File: config.mk
export PLATFORM = sky130hd
export DESIGN_NAME = tilemap_writer
export DESIGN_NICKNAME = d
export VERILOG_FILES = /design/src/rtl/frogger_pkg.sv /design/src/rtl/map_lfsr.sv /design/src/rtl/tilemap_writer.sv
export SDC_FILE = /design/constraint.sdc
export NUM_CORES = 1
export LEC_CHECK = 0
export ABC_AREA = 1
export CAP_MARGIN = 5
export CELL_PAD_IN_SITES_DETAIL_PLACEMENT = 0
export CELL_PAD_IN_SITES_GLOBAL_PLACEMENT = 1
export CORE_MARGIN = 2
export CORE_UTILIZATION = 35
export CTS_BUF_LIST = sky130_fd_sc_hd__clkbuf_2 sky130_fd_sc_hd__clkbuf_4 sky130_fd_sc_hd__clkbuf_8
export CTS_CLUSTER_SIZE = 20
export DETAILED_ROUTE_END_ITERATION = 8
export GPL_ROUTABILITY_DRIVEN = 0
export PLACE_DENSITY_LB_ADDON = 0.05
export REMOVE_ABC_BUFFERS = 1
export SETUP_SLACK_MARGIN = 0.2
export SLEW_MARGIN = 15
export SYNTH_ARGS = -nofsm -noshare
export SYNTH_HDL_FRONTEND = slang
export SYNTH_SLANG_ARGS = --single-unit
File: constraint.sdc
create_clock -name i_Clk -period 1.6 [get_ports i_Clk]
set_input_delay 0.48 -clock i_Clk [delete_from_list [all_inputs] [get_ports i_Clk]]
set_output_delay 0.48 -clock i_Clk [all_outputs]
set_load 0.005 [all_outputs]
File: src/rtl/frogger_pkg.sv
`default_nettype none
// +--------------------------------------------------------------------------+
// | Module      : frogger_pkg                                                |
// | Description : Shared tile codes, map geometry and writer FSM encodings   |
// |               for the Frogger tilemap path.                              |
// | Revision    : 1.0  initial release                                       |
// +--------------------------------------------------------------------------+
package frogger_pkg;

    // Tile codes as stored in each 4-bit nibble of a map word
    localparam logic [3:0] c_TILE_GRASS = 4'h1;
    localparam logic [3:0] c_TILE_ROAD  = 4'h2;

    // Map geometry
    localparam int c_MAP_ROWS   = 15;
    localparam int c_MAP_COLS   = 20;
    localparam int c_ROW_STRIDE = 16;

    // Writer FSM encodings
    localparam int         c_STATE_W       = 3;
    localparam logic [2:0] c_ST_IDLE       = 3'd0;
    localparam logic [2:0] c_ST_WAIT_BLANK = 3'd1;
    localparam logic [2:0] c_ST_GEN        = 3'd2;
    localparam logic [2:0] c_ST_WRITE      = 3'd3;
    localparam logic [2:0] c_ST_DONE       = 3'd4;

endpackage
`default_nettype wire

File: src/rtl/map_lfsr.sv
`default_nettype none
// +--------------------------------------------------------------------------+
// | Module      : map_lfsr                                                   |
// | Description : 8-bit Fibonacci LFSR (taps 8,6,5,4) with load and step.   |
// |   i_Clk   clock              i_Rst_L  sync active-low reset (value 0)   |
// |   i_Load  load i_Seed        i_Step   advance one position              |
// |   o_Value current register value                                         |
// | Revision    : 1.0  initial release                                       |
// +--------------------------------------------------------------------------+
module map_lfsr (
    input  logic       i_Clk,
    input  logic       i_Rst_L,
    input  logic       i_Load,
    input  logic [7:0] i_Seed,
    input  logic       i_Step,
    output logic [7:0] o_Value
);

    logic [7:0] r_lfsr;
    logic       w_fb;
    logic [7:0] w_seed;

    assign w_fb = r_lfsr[7] ^ r_lfsr[5] ^ r_lfsr[4] ^ r_lfsr[3];

    // All-zero is the lock-up state of an XOR LFSR; a zero seed is replaced
    // by 8'h01 so a loaded register can always advance.
    assign w_seed = (i_Seed == 8'h00) ? 8'h01 : i_Seed;

    always_ff @(posedge i_Clk) begin
        if (!i_Rst_L) begin
            r_lfsr <= 8'h00;
        end else if (i_Load) begin
            r_lfsr <= w_seed;
        end else if (i_Step) begin
            r_lfsr <= {r_lfsr[6:0], w_fb};
        end
    end

    assign o_Value = r_lfsr;

endmodule
`default_nettype wire

File: src/rtl/tilemap_writer.sv
`default_nettype none
// +--------------------------------------------------------------------------+
// | Module      : tilemap_writer                                             |
// | Description : Rebuilds the grass/road tilemap for a level and writes it  |
// |               into the map RAM W port only while i_VBlank is high.       |
// |   i_Clk, i_Rst_L   clock, synchronous active-low reset                   |
// |   i_Start, i_Level rebuild request (IDLE only) and level 0..99           |
// |   i_VBlank         RAM writes permitted                                  |
// |   o_Busy, o_Done   build in progress / one-cycle completion pulse        |
// |   o_Bram_*         registered W-port address, data, write enable         |
// | Revision    : 1.0  initial release                                       |
// +--------------------------------------------------------------------------+
module tilemap_writer
    import frogger_pkg::*;
#(
    parameter int         MAP_ROWS      = c_MAP_ROWS,
    parameter int         WORDS_PER_ROW = 5,
    parameter int         ROW_STRIDE    = c_ROW_STRIDE,
    parameter int         GOAL_ROWS     = 1,
    parameter int         START_ROWS    = 2,
    parameter int         MAX_ROAD_RUN  = 5,
    parameter logic [7:0] LFSR_SEED     = 8'hA5
) (
    input  logic        i_Clk,
    input  logic        i_Rst_L,
    input  logic        i_Start,
    input  logic [6:0]  i_Level,
    input  logic        i_VBlank,
    output logic        o_Busy,
    output logic        o_Done,
    output logic [10:0] o_Bram_Addr,
    output logic [15:0] o_Bram_Wdata,
    output logic        o_Bram_We
);

    localparam logic [3:0] c_LAST_ROW    = 4'(MAP_ROWS - 1);
    localparam logic [3:0] c_GOAL_END    = 4'(GOAL_ROWS);
    localparam logic [3:0] c_START_BEGIN = 4'(MAP_ROWS - START_ROWS);
    localparam logic [2:0] c_WORDS       = 3'(WORDS_PER_ROW);
    localparam logic [2:0] c_MAX_RUN     = 3'(MAX_ROAD_RUN);

    logic [c_STATE_W-1:0] r_state;
    logic [c_STATE_W-1:0] w_state_next;

    logic [3:0]  r_row;
    logic [2:0]  r_word;     // next word of the row to present; c_WORDS = row finished
    logic [2:0]  r_run;      // consecutive road rows so far
    logic [3:0]  r_tile;
    logic [10:0] r_addr;
    logic [15:0] r_wdata;
    logic        r_we;
    logic        r_busy;
    logic        r_done;

    logic        w_accept;
    logic        w_row_end;
    logic        w_last_row;
    logic        w_enter_gen;
    logic        w_grass_zone;
    logic        w_road;
    logic [3:0]  w_tile;
    logic [10:0] w_row_base;
    logic [7:0]  w_seed;
    logic [7:0]  w_lfsr;

    assign w_accept   = (r_state == c_ST_IDLE) && i_Start;
    assign w_row_end  = (r_word == c_WORDS);
    assign w_last_row = (r_row == c_LAST_ROW);
    assign w_seed     = {1'b1, i_Level} ^ LFSR_SEED;

    // The LFSR takes its once-per-row step on the edge that enters GEN, so
    // the value seen in GEN is already the advanced one and the first word
    // can be registered in the same cycle the tile is decided.
    assign w_enter_gen = ((r_state == c_ST_WAIT_BLANK) && i_VBlank) ||
                         ((r_state == c_ST_WRITE) && w_row_end && !w_last_row);

    map_lfsr u_lfsr (
        .i_Clk   (i_Clk),
        .i_Rst_L (i_Rst_L),
        .i_Load  (w_accept),
        .i_Seed  (w_seed),
        .i_Step  (w_enter_gen),
        .o_Value (w_lfsr)
    );

    assign w_grass_zone = (r_row < c_GOAL_END) || (r_row >= c_START_BEGIN);
    assign w_road       = !w_grass_zone && w_lfsr[0] && (r_run < c_MAX_RUN);
    assign w_tile       = w_road ? c_TILE_ROAD : c_TILE_GRASS;
    assign w_row_base   = 11'(r_row) * 11'(ROW_STRIDE);

    // State register
    always_ff @(posedge i_Clk) begin
        if (!i_Rst_L) begin
            r_state <= c_ST_IDLE;
        end else begin
            r_state <= w_state_next;
        end
    end

    // Next-state logic
    always_comb begin
        w_state_next = r_state;
        case (r_state)
            c_ST_IDLE:       if (i_Start)  w_state_next = c_ST_WAIT_BLANK;
            c_ST_WAIT_BLANK: if (i_VBlank) w_state_next = c_ST_GEN;
            c_ST_GEN:                      w_state_next = c_ST_WRITE;
            c_ST_WRITE: begin
                if (w_row_end) begin
                    w_state_next = w_last_row ? c_ST_DONE : c_ST_GEN;
                end
            end
            c_ST_DONE:                     w_state_next = c_ST_IDLE;
            default:                       w_state_next = c_ST_IDLE;
        endcase
    end

    // Counters and registered W-port outputs. A word is presented with
    // We = i_VBlank; while blanking is off the word index does not advance,
    // so the same address is shown with We=0 until it can be written.
    always_ff @(posedge i_Clk) begin
        if (!i_Rst_L) begin
            r_row   <= 4'd0;
            r_word  <= 3'd0;
            r_run   <= 3'd0;
            r_tile  <= 4'd0;
            r_addr  <= 11'd0;
            r_wdata <= 16'd0;
            r_we    <= 1'b0;
            r_busy  <= 1'b0;
            r_done  <= 1'b0;
        end else begin
            r_we   <= 1'b0;
            r_done <= 1'b0;
            case (r_state)
                c_ST_IDLE: begin
                    if (i_Start) begin
                        r_busy <= 1'b1;
                        r_row  <= 4'd0;
                        r_word <= 3'd0;
                        r_run  <= 3'd0;
                    end
                end
                c_ST_GEN: begin
                    r_tile  <= w_tile;
                    r_run   <= w_road ? (r_run + 3'd1) : 3'd0;
                    r_addr  <= w_row_base;
                    r_wdata <= {4{w_tile}};
                    r_we    <= i_VBlank;
                    r_word  <= i_VBlank ? 3'd1 : 3'd0;
                end
                c_ST_WRITE: begin
                    if (w_row_end) begin
                        if (w_last_row) begin
                            r_done <= 1'b1;
                        end else begin
                            r_row <= r_row + 4'd1;
                        end
                    end else begin
                        r_addr  <= w_row_base + 11'(r_word);
                        r_wdata <= {4{r_tile}};
                        r_we    <= i_VBlank;
                        if (i_VBlank) begin
                            r_word <= r_word + 3'd1;
                        end
                    end
                end
                c_ST_DONE: begin
                    r_busy <= 1'b0;
                end
                default: ;
            endcase
        end
    end

    assign o_Busy       = r_busy;
    assign o_Done       = r_done;
    assign o_Bram_Addr  = r_addr;
    assign o_Bram_Wdata = r_wdata;
    assign o_Bram_We    = r_we;

endmodule
`default_nettype wire
==> Yosys cells after proc, flatten, opt, wreduce, memory -nomap -nowiden <==
Cells that the tools add are included.
{ "totals": {"ff_bits": 55, "in_bits": 11, "output_inout_bits": 30} }
{ "classes": {"addsub": 4, "magnitude_cmp": 3, "n_eq_ne": 12, "n_mux": 29, "bitwise_logic": 4, "n_reduce_logical": 25} }
{ "op_table": {"columns": ["op", "count"], "rows": [
  ["$pmux W16 S2", 1],
  ["$mux W3", 8],
  ["$mux W8", 3],
  ["$pmux W11 S2", 1],
  ["$mux W16", 1],
  ["$mux W4", 3],
  ["$ne A2 B2 Y1 const B", 6],
  ["$pmux W3 S4", 1],
  ["$mux W11", 1],
  ["$reduce_bool A2 Y1", 5],
  ["$add A8 B3 Y9", 1],
  ["$pmux W3 S3", 1],
  ["$logic_not A8 Y1", 1],
  ["$pmux W4 S2", 1],
  ["$reduce_and A4 Y1", 2],
  ["$add A3 B1 Y3 const B", 2],
  ["$eq A3 B2 Y1 const B", 2],
  ["$eq A3 B3 Y1 const B", 2],
  ["$logic_and A1 B1 Y1", 6],
  ["$pmux W3 S2", 1],
  ["$reduce_and A2 Y1", 3],
  ["$reduce_and A3 Y1", 2],
  ["$add A4 B1 Y4 const B", 1],
  ["$eq A4 B4 Y1 const B", 1],
  ["13 further kinds", 21]
]} }

==> Logic depth before layout (Yosys ltp) <==
Gate-level depths: netlist (run 1).
{ "logic_depth": {"ltp_word": 7, "depth_mapped": 10} }

==> By module <==
A second synthesis (run 1) with hierarchy kept.
{ "unflattened": {"hier_cells": 270, "area_unflattened_um2": 1988.2} }
{ "modules_own_cells": {"columns": ["module", "n_inst", "cells_each", "area_each_um2", "seq_area_each_um2"], "rows": [
  ["tilemap_writer", 1, 208, 1560.2, 540.5],
  ["map_lfsr", 1, 62, 427.9, 160.2]
]} }

==> Least setup slack after synthesis (run 1) <==
OpenSTA, ideal clock, no wires.
{ "synth_timing": {"kind": "register -> register", "from": "register r_row[0]", "to": "register r_row[1]", "setup_time_ns": 0.113, "arrival_time_ns": 1.221, "t_required_ns": 1.487, "path_slack_ns": 0.266, "path_stages_with_launch": 11, "period_less_slack_ns": 1.334, "path_cell_list": "dfxtp_1 -> inv_1 -> ha_1 -> inv_1 -> nor2_1 -> nand2_1 -> nand2_2 -> nor2_2 -> nand2_1 -> nand2_1 -> nor2_1"} }
{ "synth_via": {"elab_chain_len": 4} }
{ "synth_lines": {"columns": ["item", "line", "source"], "rows": [
  ["start, declared", "tilemap_writer.sv:45", "logic [3:0] r_row;"],
  ["start signal, assigned", "tilemap_writer.sv:156", "r_row <= r_row + 4'd1;"],
  ["$add A4 B1 Y4", "tilemap_writer.sv:156", null],
  ["$mux W4", "tilemap_writer.sv:153", "if (w_last_row) begin"],
  ["$mux W4", "tilemap_writer.sv:152", "if (w_row_end) begin"],
  ["$pmux W4 S2", "tilemap_writer.sv:134", "case (r_state)"]
]} }
Several ways; a longest one is shown, not always the timed one. The select of a mux whose other input is x is not followed.
A chain may end at the register's enable or synchronous reset.

==> Final worst setup path (run 1) <==
{ "layout_timing": {"from": "register r_wdata[12], in the netlist o_Bram_Wdata[12]", "to": "output o_Bram_Wdata[12]"} }
{ "layout_lines": {"columns": ["item", "line", "source"], "rows": [
  ["start, declared", "tilemap_writer.sv:50", "logic [15:0] r_wdata;"],
  ["start signal, assigned", "tilemap_writer.sv:147", "r_wdata <= {4{w_tile}};"],
  ["start signal, assigned", "tilemap_writer.sv:160", "r_wdata <= {4{r_tile}};"],
  ["end, declared", "tilemap_writer.sv:32", "output logic [15:0] o_Bram_Wdata,"]
]} }
No word-level cell between the ends.

==> impl_metrics.tcl, run 1 <==
set metrics [dict create \
    crit_fanout 4 \
    h-tree-depth 2 \
    antennaDiodeCount 0 \
    timing.rr.end "r_tile[0]$_SDFFE_PN0P_" \
    p_clk_frac 0.295 \
    cpPeakStageDelay_ps 330 \
    synth_edf_count 0 \
    hold_buffers 0 \
    ant_nets 0 \
    fillCellCount 601 \
    drtIter0Drc 75 \
    synth_cells 280 \
    holdPathEnd "o_Busy$_SDFFE_PN0P_" \
    yosys.cell_count.top_type "nand2_1" \
    worstPathRequired_ps 1120 \
    fmax_ghz 0.737 \
    finalClockSkew_ps 2.31 \
    grt.overflow.total 0 \
    rows 27 \
    powerDensity_nw_per_um2 871 \
    r2r_start "r_row[0]$_SDFFE_PN0P_" \
    arrival_ps 880 \
    placed_area_um2 2390 \
    crit_buf_inv 1 \
    hold_viol_final 0 \
    fin_util 0.470 \
    seqPwrFrac 0.438 \
    rrSetupSlack_ps 280 \
    synth-seq-area-share 0.357 \
    syn_to_final_growth_pct 31.1 \
    yosys.area.top_type "dfxtp_1" \
    period_needed_ps 1360 \
    synthArstFlopShare 0 \
    grt_max_degree 20 \
    routedWlPerCell_um 11.0 \
    die_y_um 78.8 \
    clkLatencyLatePin_ps 290 \
    crit_family "flip-flops" \
    setup_viol 0 \
    path_clk_slew_ps 70 \
    hp-class "flop to flop" \
    finalNetCount 348 \
    avgSynthCellArea_um2 7.00 \
    grt_pass1_wl_um 7560 \
    yosysUniqueCellTypes 31 \
    cts_made_buffers 5 \
    final-max-slew-violation-count 0 \
    whs_ps 460 \
    cts_max_path_buffers 2 \
    synth_area_um2 1960 \
    netlist.area_leader.share 0.357 \
    initial_core_util 0.358 \
    io_buffers 28 \
    rr_worst_depth 9 \
    ios 41 \
    fin_area_um2 2570 \
    peakVddDrop_mv 0.482 \
    switching_share 0.308 \
    cts.sinks 35 \
    dp_cells 391 \
    synth_area_leaders "dfxtp_1 36%, nand2_1 12%, buf_4 7.3%" \
    synth_commonest_cells "65 x nand2_1, 35 x dfxtp_1, 30 x inv_1, 29 x nor2_1, 25 x a21oi_1" \
    worstPathCellList "dlygate4sd2_1" \
    intPower_mw 1.55 \
    dp_hpwl_um 3390 \
    rsz0062_at_grt "yes" \
    dieWidth_um 78.8 \
    p_leak_nw 1.24 \
    cpMaxStageDelayCell "dfxtp_2" \
    p_switching_uw 691 \
    via_per_inst 4.42 \
    antenna_found_initial 0 \
    final_cells 403 \
    cts_root_buf "clkbuf_8" \
    gr-usage-all-layers 0.158 \
    outcome "finished clean" \
    end_kind "primary output" \
    drive_gt1_frac 0.221 \
    vias 1782 \
    crit_type "flop to primary output" \
    cts_tree "done" \
    fp.coreArea_um2 5470 \
    max_cap_violations 0 \
    die_area_um2 6220 \
    drc 0 \
    ys_warn_count 0 \
    ys.flop_type "dfxtp_1" \
    first_pass_iters 4 \
    wl_um 4430 \
    grt_pass1_vias 1618 \
    ys_ff_latch 35 \
    combPwrFrac 0.267 \
    timing.final.crit_share 0.848 \
    critPathLaunchType "flop" \
    min_path_cells 2 \
    min-delay-start "o_Busy$_SDFFE_PN0P_" \
]
[how the worst max path moves through the flow]
stage,to,slack [ps],depth (start not counted),from
final,o_Bram_Wdata[12],240,1,o_Bram_Wdata[12]$_SDFFE_PN0P_
after detailed placement,u_lfsr.o_Value[2]$_SDFFE_PN0P_,-230,6,i_Start
after CTS,o_Bram_Wdata[0],100,2,o_Bram_Wdata[12]$_SDFFE_PN0P_
after floorplan,r_row[2]$_SDFFE_PN0P_,260,9,r_row[0]$_SDFFE_PN0P_
after global routing,u_lfsr.o_Value[2]$_SDFFE_PN0P_,160,8,r_row[0]$_SDFFE_PN0P_
after global placement,r_row[0]$_SDFFE_PN0P_,-200,7,i_Start
[final cells by class]
| class | count | area, um2 | area share |
|---|---|---|---|
| Multi-Input combinational cell | 202 | 1080 | 0.420 |
| Clock inverter | 1 | 5.00 | 0.00195 |
| Timing Repair Buffer | 55 | 484 | 0.188 |
| Inverter | 31 | 116 | 0.0453 |
| Sequential cell | 35 | 712 | 0.277 |
| Tap cell | 72 | 90.1 | 0.0351 |
| Clock buffer | 7 | 83.8 | 0.0326 |
[sequential cells by signal, indices dropped and copies added (netlist names)]
name and count:
o_Done 1, r_state 3, o_Bram_We 1, o_Bram_Addr 7, r_row 4, o_Bram_Wdata 2, r_word 3, r_tile 2
r_run 3, u_lfsr.o_Value 8, o_Busy 1
[through the flow]
stage	setup slack, ps	setup TNS [ps]	power (mW)
floorplan	264	0	1.31
global placement	-202	-2320	1.58
detailed placement	-232	-2550	1.58
CTS	103	0	2.25
global route	164	0	2.40
finish	243	0	2.24
[placed cells by master, fill, tap and decap left out, types with 3 or more instances in the layout]
cell type | synthesis | layout
inv_1 | 30 | 26
clkdlybuf4s50_1 | 0 | 9
nand2_4 | 2 | 4
nand2_2 | 4 | 5
buf_4 | 19 | 24
dfxtp_2 | 0 | 9
nor3_1 | 4 | 4
nor2_4 | 2 | 4
clkbuf_8 | 0 | 5
nand3_1 | 17 | 16
a21oi_1 | 25 | 24
conb_1 | 1 | 12
nand2_1 | 65 | 62
dfxtp_1 | 35 | 26
o21ai_1 | 3 | 6
inv_2 | 0 | 4
ha_2 | 0 | 3
o21ai_0 | 11 | 8
nor2_1 | 29 | 28
dlygate4sd2_1 | 0 | 17
nand4_1 | 8 | 8
ha_1 | 7 | 4
[cell families (layout without fill, tap and decap cells)]
kind of cell / after synthesis / in the layout / share of synthesized area
AOI/OAI and AO/OA: 41 / 41 / 0.107
xor gates and xnor gates: 3 / 3 / 0.0134
adders and majority gates: 7 / 7 / 0.0447
buffers and inverters: 54 / 94 / 0.145
DFF: 35 / 35 / 0.357
other: 1 / 12 / 0.00191
and+or+nand+nor: 139 / 139 / 0.331
[power by group through the flow]
stage	clock network, mW	registers, mW	logic (mW)
after CTS	0.691	0.980	0.583
after detailed placement	0	0.999	0.579
after global routing	0.720	0.990	0.686
after global placement	0	0.999	0.582
final	0.661	0.981	0.597
after floorplan	0	1.00	0.304
[timing repair]
item / 4_1_cts / 5_1_grt
hold endpoints to repair: 0 / 0
buffers inserted: 3 / 1
setup endpoints to repair: 39 / 23
pin swaps: 3 / 10
gates resized for setup: 34 / 22
[metal layers]
metal,vias up,share of wire,global-route usage
li1,967,-,-
met1,775,0.47,0.196
met2,35,0.46,0.265
met3,5,0.048,0.0398
met4,0,0.015,0.0569
met5,-,0,0
Note: power is estimated with default switching activity, not from simulation.
==> inputs of run 2 (changes only) <==
CORE_UTILIZATION = 34   (was 35)
clock period = 1.13 ns   (was 1.6 ns; I/O delays follow)
==> run 2 against run 1 <==
  * The run now ends with setup timing left
  * Flip-flop and latch count stayed put
  * Final area is 27% higher
  * Via count is 14% higher
  * Total power is 63% higher
  * Core utilization is 12 points higher
  * First-iteration DRC count is 17% higher
  * Critical path depth is 9 higher
  * Non-clock buffer count is 45 higher
  * Critical path type is now flop to flop
  * Clock skew is 3.1 ps higher
==> impl_metrics.tcl, run 2 (same netlist as run 1, synthesis figures left out) <==
set metrics [dict create \
    outcome "finished, violations left" \
    violations "setup timing" \
    vias 2025 \
    cpMaxStageDelayCell "dfxtp_4" \
    die_y_um 79.9 \
    hold_viol_final 0 \
    period_needed_ps 1320 \
    drive_gt1_frac 0.538 \
    worstPathCellList "buf_6 > ha_4 > inv_2 > nand2_2 > nand2_2 > nand2_4 > nor2_4 > buf_6 > nand3_2 > a21oi_2" \
    syn_to_final_growth_pct 66.2 \
    drc 0 \
    hp-class "flop to flop" \
    layout_setup_ws_ps -194 \
    peakVddDrop_mv 0.768 \
    worstPathRequired_ps 1350 \
    grt_max_degree 20 \
    rsz0062_at_grt "yes" \
    antennaDiodeCount 0 \
    via_per_inst 4.51 \
    arrival_ps 1550 \
    hold_buffers 0 \
    p_leak_nw 1.50 \
    crit_family "flip-flops" \
    grt_pass1_wl_um 8620 \
    largest_reg_flops 8 \
    p_total_mw 3.64 \
    fin_util 0.588 \
    final-max-slew-violation-count 0 \
    timing.final.crit_share 1.17 \
    fp.coreArea_um2 5540 \
    fillCellCount 566 \
    first_pass_iters 4 \
    cts_max_path_buffers 2 \
    final_cell_mix "54 x buf_4, 49 x nand2_1, 23 x nor2_1" \
    finalNetCount 394 \
    regArea_um2 736 \
    end_kind "flop" \
    die_area_um2 6390 \
    path_clk_slew_ps 70 \
    critPathLaunchType "flop" \
    cts.sinks 35 \
    max_cap_violations 0 \
    crit_buf_inv 3 \
    dp_cells 423 \
    gr-usage-all-layers 0.173 \
    finalClockSkew_ps 5.39 \
    wl_um 5420 \
    grt_pass1_vias 1863 \
    ios 41 \
    fmax_ghz 0.755 \
    clkLatencyLatePin_ps 280 \
    final_common_cell "buf_4" \
    setup_viol 35 \
    initial_core_util 0.354 \
    ant_nets 0 \
    multi_input_area_um2 1380 \
    powerDensity_nw_per_um2 1120 \
    final_cells 449 \
    cpPeakStageDelay_ps 360 \
    tns_ps -4680 \
    crit_type "flop to flop" \
    grt.overflow.total 0 \
    routedWlPerCell_um 12.1 \
    dieWidth_um 79.9 \
    dp_hpwl_um 3550 \
    antenna_found_initial 0 \
    h-tree-depth 2 \
    rows 27 \
    cts_tree "done" \
    crit_fanout 2 \
    io_buffers 28 \
    cts_root_buf "clkbuf_8" \
    drtIter0Drc 88 \
    cts_made_buffers 5 \
]
-- run 2: final timing paths --
check | from | end | slack, ps | depth (start not counted)
setup / recovery | r_row[0]$_SDFFE_PN0P_ | r_run[1]$_SDFFE_PN0P_ | -190 | 10
hold / removal | o_Bram_Addr[1]$_SDFFE_PN0P_ | o_Bram_Addr[1]$_SDFFE_PN0P_ | 460 | 2
setup reg to reg | r_row[0]$_SDFFE_PN0P_ | r_run[1]$_SDFFE_PN0P_ | -190 | 10
hold reg to reg | o_Bram_Addr[1]$_SDFFE_PN0P_ | o_Bram_Addr[1]$_SDFFE_PN0P_ | 460 | 2
-- run 2: timing repair --
action	in CTS	in global routing
cloned	0	2
pin swaps	19	27
buffers inserted	4	12
resized for setup	139	85
endpoints found under the setup margin	53	53
-- run 2: final cells by class --
type                            count  area share
Multi-Input combinational cell    203       0.424
Timing Repair Buffer              100       0.257
Sequential cell                    35       0.226
Inverter                           31      0.0384
Tap cell                           72      0.0276
Clock buffer                        7      0.0257
Clock inverter                      1     0.00154
-- run 2: layer usage --
metal,GRT usage,part of all wire
met4,0.0407,0.0042
met2,0.285,0.49
met5,0,0
met1,0.230,0.47
met3,0.0373,0.037
-- run 2: stage by stage --
| step | hold slack (ps) | setup WS (ps) | cell area (um2) |
|---|---|---|---|
| floorplan | 437 | -206 | 1830 |
| global placement | 446 | -556 | 2640 |
| detailed placement | 452 | -571 | 2640 |
| CTS | 457 | -184 | 2850 |
| global route | 480 | -271 | 3260 |
| finish | 462 | -194 | 3260 |
-- run 2: worst register-to-register path, delay by kind of cell (launching register included) --
| family | cells | cell delay, ps |
|---|---|---|
| buffers and inverters | 3 | 280 |
| AND/OR/NAND/NOR | 5 | 350 |
| adder cells (fa/ha/maj) | 1 | 140 |
| flip-flops | 1 | 360 |
| AO/OA/AOI/OAI | 1 | 130 |
-- run 2: power breakdown --
part / internal, mW / switching, mW / total [mW]
clock network: 0.481 / 0.450 / 0.931
logic: 0.643 / 0.642 / 1.29
registers: 1.33 / 0.0918 / 1.42
